### src/rtl/serial_pkg.sv
// Shared types and helpers for the serial frame front end.
package serial_pkg;

  typedef enum logic [2:0] {
    IDLE  = 3'd0,
    START = 3'd1,
    RECV  = 3'd2,
    STOP  = 3'd3,
    DRAIN = 3'd4
  } state_t;

  // Sliced down to the cntout width; all-ones tells the buffer "no frame".
  localparam logic [31:0] CNT_IDLE = 32'hFFFF_FFFF;

  function automatic int clog2_w(input int value);
    return (value <= 1) ? 1 : $clog2(value);
  endfunction

endpackage

### src/rtl/rx_sync_edge.sv
// Two-flop synchronizer for the serial line plus a falling-edge detector
// on the synchronized level.
module rx_sync_edge
  import serial_pkg::*;
(
  input  logic clk,
  input  logic rst,
  input  logic rxd,
  output logic level,
  output logic fall
);

  logic s1;
  logic s2;
  logic s2_prev;

  // Idle line is high, so reset to 1 keeps a reset release from faking an edge.
  always_ff @(posedge clk or negedge rst) begin
    if (!rst) begin
      s1      <= 1'b1;
      s2      <= 1'b1;
      s2_prev <= 1'b1;
    end else begin
      s1      <= rxd;
      s2      <= s1;
      s2_prev <= s2;
    end
  end

  assign level = s2;
  assign fall  = s2_prev & ~s2;

endmodule

### src/rtl/serial_frame_ctrl.sv
// Oversampling serial receiver: recovers NDATA bits, strobes each out on
// ena, then drains cntout 0..NDATA-1 to the capture buffer after a good stop.
module serial_frame_ctrl
  import serial_pkg::*;
#(
  parameter int NDATA = 128,
  parameter int OVS   = 8,
  localparam int NDATA_LOG = clog2_w(NDATA),
  localparam int OVS_LOG   = clog2_w(OVS)
) (
  input  logic                 clk,
  input  logic                 rst,
  input  logic                 rxd,
  input  logic                 en,
  output logic                 dout,
  output logic                 ena,
  output logic [NDATA_LOG-1:0] cntout,
  output logic                 busy,
  output logic                 frame_done,
  output logic                 frame_err
);

  localparam logic [NDATA_LOG-1:0] CNT_ONES = CNT_IDLE[NDATA_LOG-1:0];
  localparam logic [NDATA_LOG-1:0] CNT_LAST = NDATA_LOG'(NDATA - 1);
  localparam logic [NDATA_LOG-1:0] CNT_PRE  = NDATA_LOG'(NDATA - 2);
  localparam logic [OVS_LOG-1:0]   OS_MID   = OVS_LOG'(OVS / 2 - 1);
  localparam logic [OVS_LOG-1:0]   OS_LAST  = OVS_LOG'(OVS - 1);
  localparam logic [NDATA_LOG:0]   BIT_LAST = (NDATA_LOG + 1)'(NDATA - 1);

  logic level;
  logic fall;

  rx_sync_edge u_sync (
    .clk   (clk),
    .rst   (rst),
    .rxd   (rxd),
    .level (level),
    .fall  (fall)
  );

  state_t                 state;
  state_t                 state_n;
  logic [OVS_LOG-1:0]     os_cnt;
  logic [OVS_LOG-1:0]     os_n;
  logic [NDATA_LOG:0]     bit_cnt;
  logic [NDATA_LOG:0]     bit_n;
  logic                   dout_n;
  logic                   ena_n;
  logic [NDATA_LOG-1:0]   cnt_n;
  logic                   done_n;
  logic                   err_n;

  always_ff @(posedge clk or negedge rst) begin
    if (!rst) begin
      state      <= IDLE;
      os_cnt     <= '0;
      bit_cnt    <= '0;
      dout       <= 1'b0;
      ena        <= 1'b0;
      cntout     <= CNT_ONES;
      frame_done <= 1'b0;
      frame_err  <= 1'b0;
    end else begin
      state      <= state_n;
      os_cnt     <= os_n;
      bit_cnt    <= bit_n;
      dout       <= dout_n;
      ena        <= ena_n;
      cntout     <= cnt_n;
      frame_done <= done_n;
      frame_err  <= err_n;
    end
  end

  // Outputs are registered; every branch below sets the value for the next cycle.
  always_comb begin
    state_n = state;
    os_n    = os_cnt;
    bit_n   = bit_cnt;
    dout_n  = dout;
    ena_n   = 1'b0;
    cnt_n   = CNT_ONES;
    done_n  = 1'b0;
    err_n   = 1'b0;

    if (!en) begin
      state_n = IDLE;
      os_n    = '0;
      bit_n   = '0;
      dout_n  = 1'b0;
    end else begin
      unique case (state)
        IDLE: begin
          if (fall) begin
            state_n = START;
            os_n    = '0;
          end
        end

        START: begin
          if (os_cnt == OS_MID) begin
            os_n = '0;
            if (!level) begin
              state_n = RECV;
              bit_n   = '0;
            end else begin
              state_n = IDLE;
            end
          end else begin
            os_n = os_cnt + 1'b1;
          end
        end

        RECV: begin
          if (os_cnt == OS_LAST) begin
            os_n   = '0;
            dout_n = level;
            ena_n  = 1'b1;
            bit_n  = bit_cnt + 1'b1;
            if (bit_cnt == BIT_LAST) begin
              state_n = STOP;
            end
          end else begin
            os_n = os_cnt + 1'b1;
          end
        end

        // One full bit period after the last data sample lands on mid-stop.
        STOP: begin
          if (os_cnt == OS_LAST) begin
            os_n = '0;
            if (level) begin
              state_n = DRAIN;
              cnt_n   = '0;
            end else begin
              state_n = IDLE;
              err_n   = 1'b1;
            end
          end else begin
            os_n = os_cnt + 1'b1;
          end
        end

        // frame_done is raised on the edge that loads NDATA-1 so both appear together.
        DRAIN: begin
          if (cntout == CNT_LAST) begin
            state_n = IDLE;
          end else begin
            cnt_n = cntout + 1'b1;
            if (cntout == CNT_PRE) begin
              done_n = 1'b1;
            end
          end
        end

        default: begin
          state_n = IDLE;
        end
      endcase
    end
  end

  assign busy = (state != IDLE);

endmodule

### config.mk
export PLATFORM = sky130hd
export DESIGN_NAME = serial_frame_ctrl
export DESIGN_NICKNAME = d
export VERILOG_FILES = /design/src/rtl/serial_pkg.sv /design/src/rtl/rx_sync_edge.sv /design/src/rtl/serial_frame_ctrl.sv
export SDC_FILE = /design/constraint.sdc
export NUM_CORES = 1
export LEC_CHECK = 0
export BUFFER_PORTS_ARGS = -buffer_cell sky130_fd_sc_hd__buf_4
export CAP_MARGIN = 0
export CORE_MARGIN = 5
export CORE_UTILIZATION = 40
export DETAILED_ROUTE_END_ITERATION = 10
export GPL_TIMING_DRIVEN = 0
export HOLD_SLACK_MARGIN = 0.15
export SYNTH_ARGS = -nofsm -noshare
export SYNTH_HDL_FRONTEND = slang
export SYNTH_SLANG_ARGS = --single-unit
### constraint.sdc
create_clock -name clk -period 4.2 [get_ports clk]
set_clock_uncertainty 0.1 [all_clocks]
set_input_delay 0.84 -clock clk [delete_from_list [all_inputs] [get_ports clk]]
set_output_delay 0.84 -clock clk [all_outputs]
set_load 0.02 [all_outputs]
# After elaboration in Yosys (flattened, before gate mapping)
# Index checks and enable logic that the tools add are counted.
totals:
  out_inout_bits: 12
  inputBits: 4
  register_bits: 28
  elab_cells: 82
op_classes:
  n_reduce_logical: 7
  n_eq_ne: 20
  bitwise_logic: 2
  add_sub_neg: 3
  mux: 39
ops:
  columns: ["op", "count"]
  rows:
  - ["$mux 3", 12]
  - ["$mux 8", 4]
  - ["$mux 7", 4]
  - ["$ne 3x3->1 const B", 7]
  - ["$pmux 8 s2", 1]
  - ["$pmux 3 s5", 1]
  - ["$eq 7x7->1 const B", 2]
  - ["$mux 1", 14]
  - ["$pmux 7 s2", 1]
  - ["$eq 3x2->1 const B", 3]
  - ["$pmux 3 s3", 1]
  - ["$add 8x1->8 const B", 1]
  - ["$eq 8x7->1 const B", 1]
  - ["$add 7x1->7 const B", 1]
  - ["$eq 3x3->1 const B", 2]
  - ["$reduce_and 6->1", 1]
  - ["$ne 2x1->1 const B", 2]
  - ["$ne 4x2->1 const B", 1]
  - ["$reduce_and 2->1", 2]
  - ["$reduce_and 4->1", 1]
  - ["$add 3x1->3 const B", 1]
  - ["$eq 3x1->1 const B", 1]
  - ["$logic_not 3->1", 1]
  - ["$ne 3x1->1 const B", 1]
  - ["5 further kinds", 5]

# Depth between registers and ports, before layout
# Gate-level depths: netlist (run 1).
depth:
  ltp_word: 5
  depth_mapped: 7
  depth_no_buf: 7

# Modules after synthesis
# Synthesis (run 1) repeated with hierarchy kept, for this count alone.
hier_totals:
  cells_unflattened: 147
  hier_area_um2: 1471.4
modules_own_cells:
  columns: ["mod", "area_each_um2", "seq_area_each_um2", "cells_each", "instances"]
  rows:
  - ["serial_frame_ctrl", 1378.8, 634.4, 143, 1]
  - ["rx_sync_edge", 92.6, 78.8, 4, 1]

# Worst setup path before layout (run 1)
# No wires, ideal clock.
synth_path:
  path_kind: "register -> output"
  from: "register state[0]"
  to: "output port busy"
  stages_incl_launch_ff: 3
  t_arrival_ns: 1.012
  t_required_ns: 3.260
  setup_slack_ns: 2.248
  path_buffers: 1
  cell_sequence: "dfrtp_1 -> buf_2 -> or3_1"
synth_between:
  elab_chain_cells: 1
synth_lines:
  columns: ["item", "line", "source"]
  rows:
  - ["start, declared", "serial_frame_ctrl.sv:41", "state_t state;"]
  - ["start signal, assigned", "serial_frame_ctrl.sv:64", "state <= state_n;"]
  - ["$reduce_bool 3->1", "serial_frame_ctrl.sv:163", "assign busy = (state != IDLE);"]
  - ["end, declared", "serial_frame_ctrl.sv:18", "output logic busy,"]
# Every way passes these cells.

# Worst setup path after layout (run 1)
layout_path:
  from: "register state[2]"
  to: "output port busy"
# Same word-level chain as after synthesis.

==> results of run 1 <==
## worst max-delay path by stage
stage                  start  endpoint  slack, ps  cells after the start
floorplan           state[0]      busy       2250                      2
global placement    state[2]      busy       2120                      3
detailed placement  state[2]      busy       2080                      3
CTS                 state[2]      busy       1760                      3
global route        state[2]      busy       1700                      3
finish              state[2]      busy       1770                      3
## metal layers
layer  GRT usage [%]  wire length, um  vias to the layer above
met5               0                0                        -
met4           5.010               55                        0
met3           1.705              143                        5
met2           23.27             1515                       32
met1           17.56             1392                      584
li1                -                -                      579
## state kept, by name (all words and copies together) (netlist names)
name            count
frame_done          1
os_cnt              3
ena                 1
u_sync.level        1
u_sync.s1           1
frame_err           1
u_sync.s2_prev      1
bit_cnt             8
dout                1
cntout              7
state               3
## worst max-delay path, stage by stage (launching register included)
cell	delay [ps]
dfrtp_1	440
clkbuf_1	240
or3_1	370
buf_4	170
## cell type report
class | count | area, um^2
Buffer | 5 | 27.53
Clock buffer | 3 | 41.29
Fill cell | 374 | 1932
Inverter | 5 | 18.77
Multi-Input combinational cell | 114 | 728.2
Sequential cell | 28 | 713.2
Tap cell | 48 | 60.06
Timing Repair Buffer | 15 | 112.6
## through the flow
stage	hold slack (ps)	setup slack, ps	util [%]	power [mW]
after global routing	272.4	1698	46.83	0.5234
after floorplan	245.2	2248	-	0.3320
final	260.2	1771	46.83	0.4958
after detailed placement	249.1	2076	45.70	0.3574
after global placement	246.6	2117	45.70	0.3549
after CTS	263.0	1762	46.83	0.5042
## placed cells by master (no fill, tap or decap), types with 6 or more instances in the layout
master | Yosys | routed
a21oi_1 | 6 | 6
buf_4 | 0 | 15
dfrtp_1 | 18 | 18
dfstp_2 | 10 | 10
ha_1 | 7 | 7
nand2_1 | 21 | 21
nand3_1 | 7 | 7
nor3_1 | 7 | 7
o21ai_0 | 9 | 9
## cell families after synthesis
kind of cell,Yosys count,share of synthesized area [%]
buffers and inverters,10,3.112
AOI/OAI and AO/OA,38,17.07
xor gates and xnor gates,1,0.5888
adders and majority gates,7,5.887
DFF,28,47.94
muxes,3,2.019
and+or+nand+nor,65,23.38
## power groups by stage
stage | combinational (mW) | sequential, mW | clock (mW)
detailed placement | 0.0691 | 0.288 | 0
global route | 0.0785 | 0.285 | 0.160
finish | 0.0699 | 0.283 | 0.143
global placement | 0.0668 | 0.288 | 0
floorplan | 0.0454 | 0.287 | 0
CTS | 0.0706 | 0.283 | 0.150
==> out/metrics.cfg, run 1 <==
[hold_path]
hp-class=register to register
hold_path_end=u_sync.level
min_from=u_sync.s1
whs_path_depth=0

[yosys]
yosys_warnings=0
syn-num-nets=163
async_reset_ff_share_pct=100.0
syn_area_mm2=0.001488
synth_edf_count=0
syn_inst=152
synth.avg_cell_area_um2=9.787
yosys.cell_types.count=41
ys_ff_latch=28
yosysSeqAreaShare_pct=47.94
yosysMostFrequentCell=nand2_1
netlist.area_leader.share_pct=30.28
synth_area_leaders=dfrtp_1, dfstp_2, ha_1
yosys-top-cells-count=nand2_1, dfrtp_1, dfstp_2
yosysTopAreaCell=dfrtp_1
yosys_most_used_dff=dfrtp_1

[cts]
cts_hold_buf=0
cts_tree=built
cts_buffers=3
cts_setup_buffers=0
cts_root_buffer=clkbuf_8
cts_sinks=28
clkTransAtPathRegs_ps=90
cts.htree.levels=1
clk_path_buf_depth=2
cts_resized=0
clock_latency_ps=270

[timing]
setup_tns_ps=0
setup_viol=0
min_period_ps=2429
fmax_mhz=411.6
maxSlewViolCount=0
worst_pin_slew_ps=420.0
hold_violations=0
post-route-period-util_pct=57.84
slew_headroom_pct=71.70
rsz0062_at_grt=no

[layout]
drive_above_1_share_pct=20.59
instances_no_fill=218
area.growth.synth_to_final_pct=14.38
diodes=0
final_cell_area_mm2=0.001702
fin_nets=183

[drt]
via_per_inst=5.505
wl_per_cell_um=14.24
vias=1200
drc_errors=0
drt_wl_total_um=3105
antenna_left=0
drt_iter0_markers=66
first_pass_iters=5

[floorplan]
die_h_um=70.99
die_w_um=70.99
fp.dieArea_mm2=0.005039
io-pin-count=16
coreArea_mm2=0.003633
row_count=22
start_util_pct=40.94

[global_routing]
grt_max_degree=29
grt_pass1_wl_um=5520
antenna_found_initial=0
grt-ovfl-total=0
first_global_vias=1184
grtUsageTotal_pct=13.61

[place]
placed_area_mm2=0.001660
dp_hpwl_um=2224
gp_congestion=0.9468
placed_cells=215
numPortBuffers=15

[worst_setup_path]
required_ps=3260
worstPathArrival_ps=1490
cp_max_fo=10
rrSetupSlack_ps=2110
rr_startpoint=os_cnt[0]
start_kind=register
endpoint_kind=output pin
rr_endpoint=state[0]
path_class=register to output pin
worstRegToRegCells=6

[outcome]
status=finished clean

[pwr]
swShare_pct=25.83
p_seq_share_pct=57.1
clkPwrFrac_pct=28.8
cellPowerDensity_mw_per_mm2=291.4
switchingPower_mw=0.1281
combPwrFrac_pct=14.1
internal-power_mw=0.3677
max-vdd-ir-drop_mv=0.09589
power_leakage_nw=0.7547

[flow_run]
cap_violations=0

No activity file was read; power rests on OpenSTA's default activity.
==> inputs of run 2 (changes only) <==
Settings changed: ABC_AREA from default to 1.
Clock period 4.2 ns to 2 ns, I/O delays scaled along.
==> run 2 against run 1 <==
  * Die area grew 11%
  * Non-clock buffer count shrank 1
  * Total power grew to 3.1 times the previous value
  * Sequential share of layout area shrank 4.9 points
  * Hold slack better by 0.51 ps
  * Critical path depth stayed put
  * Clock power grew 140%
  * Largest power group unchanged
  * Highest routed layer unchanged
  * Core utilization is 1.0 points higher
  * Register-to-register slack got worse by 1800 ps
==> out/metrics.cfg, run 2 <==
[cts]
clock_latency_ps=270  ; about the same
cts_root_buffer=clkbuf_8
cts_resized=0  ; unchanged
cts_tree=built
cts_buffers=3  ; unchanged
cts_sinks=28  ; unchanged
clk_path_buf_depth=2  ; unchanged
cts.htree.levels=1  ; unchanged
clkTransAtPathRegs_ps=90  ; about the same

[timing]
min_period_ps=1764
worst_pin_slew_ps=361.8  ; -58.15 ps
hold_violations=0  ; unchanged
post-route-period-util_pct=88.22
fin_ws_ps=235.7  ; -1535 ps
maxSlewViolCount=0  ; unchanged
holdWs_ps=260.7  ; +0.5130 ps
slew_headroom_pct=75.88  ; +4.2 points
fmax_mhz=566.8
setup_viol=0  ; unchanged
rsz0062_at_grt=no
setup_tns_ps=0  ; unchanged

[yosys]
syn_area_mm2=0.001678  ; +13%
yosysTopAreaCell=dfrtp_1
syn-num-nets=230  ; +41%
yosys_warnings=0  ; unchanged
synth.avg_cell_area_um2=7.661  ; -22%
yosysMostFrequentCell=nand2_1
yosys-top-cells-count=nand2_1, inv_1, nor2_1
async_reset_ff_share_pct=100.0  ; unchanged
synth_area_leaders=dfrtp_1, dfstp_2, nand2_1
yosys_most_used_dff=dfrtp_1
yosysSeqAreaShare_pct=42.51  ; -5.4 points
netlist.area_leader.share_pct=26.85  ; -3.4 points
synth_edf_count=0  ; unchanged
ys_ff_latch=28  ; unchanged
yosys.cell_types.count=30  ; -27%
syn_inst=219  ; +44%

[flow_run]
cap_violations=0  ; unchanged

[global_routing]
antenna_found_initial=0  ; unchanged
grt-ovfl-total=0  ; unchanged
grt_pass1_wl_um=6244  ; +13%
grtUsageTotal_pct=14.23  ; +0.61 points
grt_max_degree=29  ; unchanged
first_global_vias=1384  ; +17%

[floorplan]
die_h_um=74.77  ; +5.3%
io-pin-count=16  ; unchanged
die_w_um=74.77  ; +5.3%
start_util_pct=41.65  ; +0.70 points
fp.dieArea_mm2=0.005590  ; +11%
row_count=23  ; +4.5%
coreArea_mm2=0.004029  ; +11%

[drt]
drt_iter0_markers=76  ; +15%
antenna_left=0  ; unchanged
wl_per_cell_um=11.37  ; -20%
drt_wl_total_um=3296  ; +6.2%
drc_errors=0  ; unchanged
first_pass_iters=4  ; -1
vias=1406  ; +17%
via_per_inst=4.848  ; -12%

[pwr]
power_leakage_nw=0.9478  ; +26%
cellPowerDensity_mw_per_mm2=792.9  ; +170%
max-vdd-ir-drop_mv=0.4497  ; +370%

[worst_setup_path]
cp_max_fo=7  ; -3
endpoint_kind=output pin
start_kind=register
path_class=register to output pin
required_ps=1500  ; -1760 ps
worstPathArrival_ps=1260  ; -230 ps
worstRegToRegCells=8  ; +2

[place]
placed_cells=284  ; +32%
gp_congestion=0.7990  ; -16%
numPortBuffers=15  ; unchanged
dp_hpwl_um=2510  ; +13%
dp_slack_ps=273.3  ; -1803 ps

[layout]
instances_no_fill=290  ; +33%
fin_nets=252  ; +38%
diodes=0  ; unchanged
drive_above_1_share_pct=23.75  ; +3.2 points
layout_commonest_cell=nand2_1
biggestRegsByFlops=bit_cnt (8), cntout (7)
mostFrequentLayoutCells=nand2_1, inv_1, nor2_1, dfrtp_1, buf_4
largest_reg_flops=8  ; unchanged
regMostFlops=bit_cnt
area.growth.synth_to_final_pct=14.91

[hold_path]
hp-class=register to register
whs_path_depth=0  ; unchanged

[outcome]
status=finished clean

run 2: changes by cell type after synthesis, sizes merged, moves of 4 or more:
cell	change
nand2	+44
inv	+26
nor2	+26
nand3	+11
nand4	+5
nor2b	-5
nand2b	-4
nor3	-4
o21a	-4
run 2: metrics by stage:
stage | power, mW | util [%] | instance area (um^2)
finish | 1.529 | 47.86 | 1928
global route | 1.653 | 47.86 | 1928
CTS | 1.555 | 47.86 | 1928
detailed placement | 1.193 | 45.99 | 1853
global placement | 1.199 | 45.99 | 1853
floorplan | 1.059 | - | 1678
run 2: critical path: stages (launching register included):
cell and delay, ps:
dfrtp_1 480, nor2_1 250, nand2_1 90, buf_4 170
run 2: repair_timing:
action                                 CTS  global route
hold buffers                             2             0
setup endpoints to repair                0             0
buffers inserted                         0             0
endpoints found under the hold margin   19             0
run 2: logic make-up (layout without fill, tap and decap cells):
logic type / count (synthesis) / count (layout) / share of synthesized area [%]
AND/OR/NAND/NOR: 128 / 128 / 35.80
buffers and inverters: 33 / 54 / 7.904
flip-flops: 28 / 28 / 42.51
AO/OA/AOI/OAI: 21 / 21 / 7.532
adder cells (fa/ha/maj): 7 / 7 / 5.220
XOR/XNOR: 2 / 2 / 1.044
run 2: area by class of cell:
class	count	area, um^2
multi-input combinational	158	832.0
inverter	31	116.4
buffer	2	16.27
timing repair buffer	17	132.6
sequential	28	713.2
fill	430	2101
clock buffer	4	55.05
tap	50	62.56
run 2: worst paths after layout:
check / from / to / slack (ps)
worst max-delay path: state[0] / busy / 240
worst min-delay path: u_sync.s1 / u_sync.level / 260
worst max register to register: cntout[1] / state[0] / 260
worst min register to register: u_sync.s1 / u_sync.level / 260
max in group asynchronous: rst / cntout[4] / 1010
min in group asynchronous: rst / os_cnt[0] / 480
run 2: routing by layer:
metal  vias up  global-route usage, %  part of all wire, %
li1        743                      -                    -
met1       635                  20.02                   51
met2        26                  22.15                   44
met3         2                  2.537                  4.2
met4         0                  4.743                  1.1
met5         -                      0                    0
run 2: power by group:
part	internal [mW]	switching, mW
Combinational	0.177	0.358
Clock	0.176	0.170
Sequential	0.604	0.0446
Total	0.957	0.572
==> inputs of run 3 (changes only) <==
Settings changed: CORE_ASPECT_RATIO from default to 0.5.
==> run 3 against run 2 <==
  * Critical path depth is 7 higher
  * Hold slack got worse by 2.0 ps
  * Core utilization increased by 0.91 points
  * Worst setup slack lost 8.8 ps
  * Flip-flop and latch count stayed put
  * Maximum frequency decreased by 0.50%
  * Sequential power is essentially flat
  * First-iteration DRC count fell by 42%
  * Clock power hardly changed
  * Wire length is 2.0% higher
==> out/metrics.cfg, run 3 (same netlist as run 2, synthesis figures left out) <==
[timing]
slew_headroom_pct=75.33  ; -0.55 points
worst_pin_slew_ps=370.0  ; +8.186 ps
post-route-period-util_pct=88.66  ; +0.44 points
setup_tns_ps=0  ; unchanged
fmax_mhz=564.0  ; -0.50%
min_period_ps=1773  ; +8.814 ps
hold_violations=0  ; unchanged
rsz0062_at_grt=no
setup_viol=0  ; unchanged
maxSlewViolCount=0  ; unchanged
fin_ws_ps=226.9  ; -8.814 ps

[cts]
cts.htree.levels=1  ; unchanged
cts_sinks=28  ; unchanged
clock_latency_ps=280  ; about the same
cts_setup_buffers=0  ; unchanged
cts_buffers=3  ; unchanged
clkTransAtPathRegs_ps=100  ; about the same
cts_root_buffer=clkbuf_8
cts_resized=0  ; unchanged
cts_tree=built
clk_path_buf_depth=2  ; unchanged

[global_routing]
first_global_vias=1327  ; -4.1%
grt_pass1_wl_um=5844  ; -6.4%
grt-ovfl-total=0  ; unchanged
grtUsageTotal_pct=12.91  ; -1.3 points
antenna_found_initial=0  ; unchanged
grt_max_degree=29  ; unchanged

[pwr]
max-vdd-ir-drop_mv=0.3018  ; -33%
cellPowerDensity_mw_per_mm2=789.0  ; -0.50%
power_leakage_nw=0.9478  ; unchanged
p_total_mw=1.525  ; -0.24%

[worst_setup_path]
path_class=register to register
endpoint_kind=register
cp_max_fo=10  ; +3
start_kind=register
worstPathArrival_ps=1870  ; +610 ps
required_ps=2100  ; +600 ps

[flow_run]
cap_violations=0  ; unchanged

[drt]
antenna_left=0  ; unchanged
vias=1398  ; -0.57%
via_per_inst=4.755  ; -1.9%
drt_wl_total_um=3361  ; +2.0%
drc_errors=0  ; unchanged
first_pass_iters=4  ; unchanged
wl_per_cell_um=11.43  ; +0.58%
drt_iter0_markers=44  ; -42%

[layout]
regMostFlops=bit_cnt
fin_nets=252  ; unchanged
final_cell_area_mm2=0.001933  ; +0.26%
area.growth.synth_to_final_pct=15.21
largest_reg_flops=8  ; unchanged
mostFrequentLayoutCells=nand2_1, inv_1, nor2_1, dfrtp_1, buf_4
diodes=0  ; unchanged
biggestRegsByFlops=bit_cnt (8), cntout (7)
layout_commonest_cell=nand2_1
num-fill-cells=412  ; -4.2%
drive_above_1_share_pct=23.75  ; unchanged

[place]
placed_area_mm2=0.001858  ; +0.27%
numPortBuffers=15  ; unchanged
gp_congestion=0.8472  ; +6.0%
dp_slack_ps=256.6  ; -16.69 ps
dp_hpwl_um=2531  ; +0.83%

[hold_path]
hp-class=register to register

[floorplan]
die_h_um=55.80  ; -25%
fp.dieArea_mm2=0.005668  ; +1.4%
row_count=16  ; -30%
coreArea_mm2=0.003964  ; -1.6%
start_util_pct=42.33  ; +0.68 points
die_w_um=101.6  ; +36%
io-pin-count=16  ; unchanged

[outcome]
status=finished clean

[run 3: cell counts in the layout (fill, tap and decap cells not counted)]
No cell type changed its count.
[run 3: worst paths after layout]
kind	startpoint	end	slack, ps	cells past startpoint
min	u_sync.s1	u_sync.level	260	0
max reg2reg	os_cnt[0]	bit_cnt[6]	230	10
min in group asynchronous	rst	state[2]	480	2
max	os_cnt[0]	bit_cnt[6]	230	10
min reg2reg	u_sync.s1	u_sync.level	260	0
max in group asynchronous	rst	u_sync.s2_prev	1000	2
[run 3: area by class of cell]
type,count,area (um^2),share of cell area (%)
multi-input cells,158,832.0,43.04
flip-flops and latches,28,713.2,36.89
repair buffers,17,132.6,6.861
inverters,31,116.4,6.019
well taps,54,67.56,3.495
clock buffers,4,55.05,2.848
plain buffers,2,16.27,0.8414
[run 3: power by group]
group          total [mW]  switching, mW  leakage (nW)  internal (mW)
registers           0.650         0.0451         0.354          0.604
clock network       0.345          0.169        0.0288          0.176
logic               0.530          0.354         0.565          0.176
total                1.53          0.568         0.948          0.957
[run 3: repair_timing]
action / 4_1_cts / 5_1_grt
endpoints found under the hold margin: 19 / 0
hold buffers: 2 / 0
setup endpoints to repair: 0 / 0
[run 3: per-stage QoR]
step                hold slack, ps  utilization (%)  std cells
floorplan                    4.409                -        219
global placement             241.2            46.88        288
detailed placement           246.8            46.88        288
CTS                          260.3            48.77        294
global route                 270.1            48.77        294
finish                       258.7            48.77        294
[run 3: metal layers]
layer	global-route usage [%]	up-vias	wire length, um
li1	-	747	-
met1	16.87	629	1692
met2	21.10	16	1500
met3	3.379	6	131
met4	3.409	0	36
met5	0	-	0
[run 3: worst max-delay path, cell delays in order (launching register included)]
cell and delay [ps]:
dfrtp_1 400, ha_1 240, ha_1 220, nor2_2 120
inv_1 50, nor2_2 150, nor2_2 60, nand2_2 80
buf_6 150, nand2_1 70, o21ai_2 60
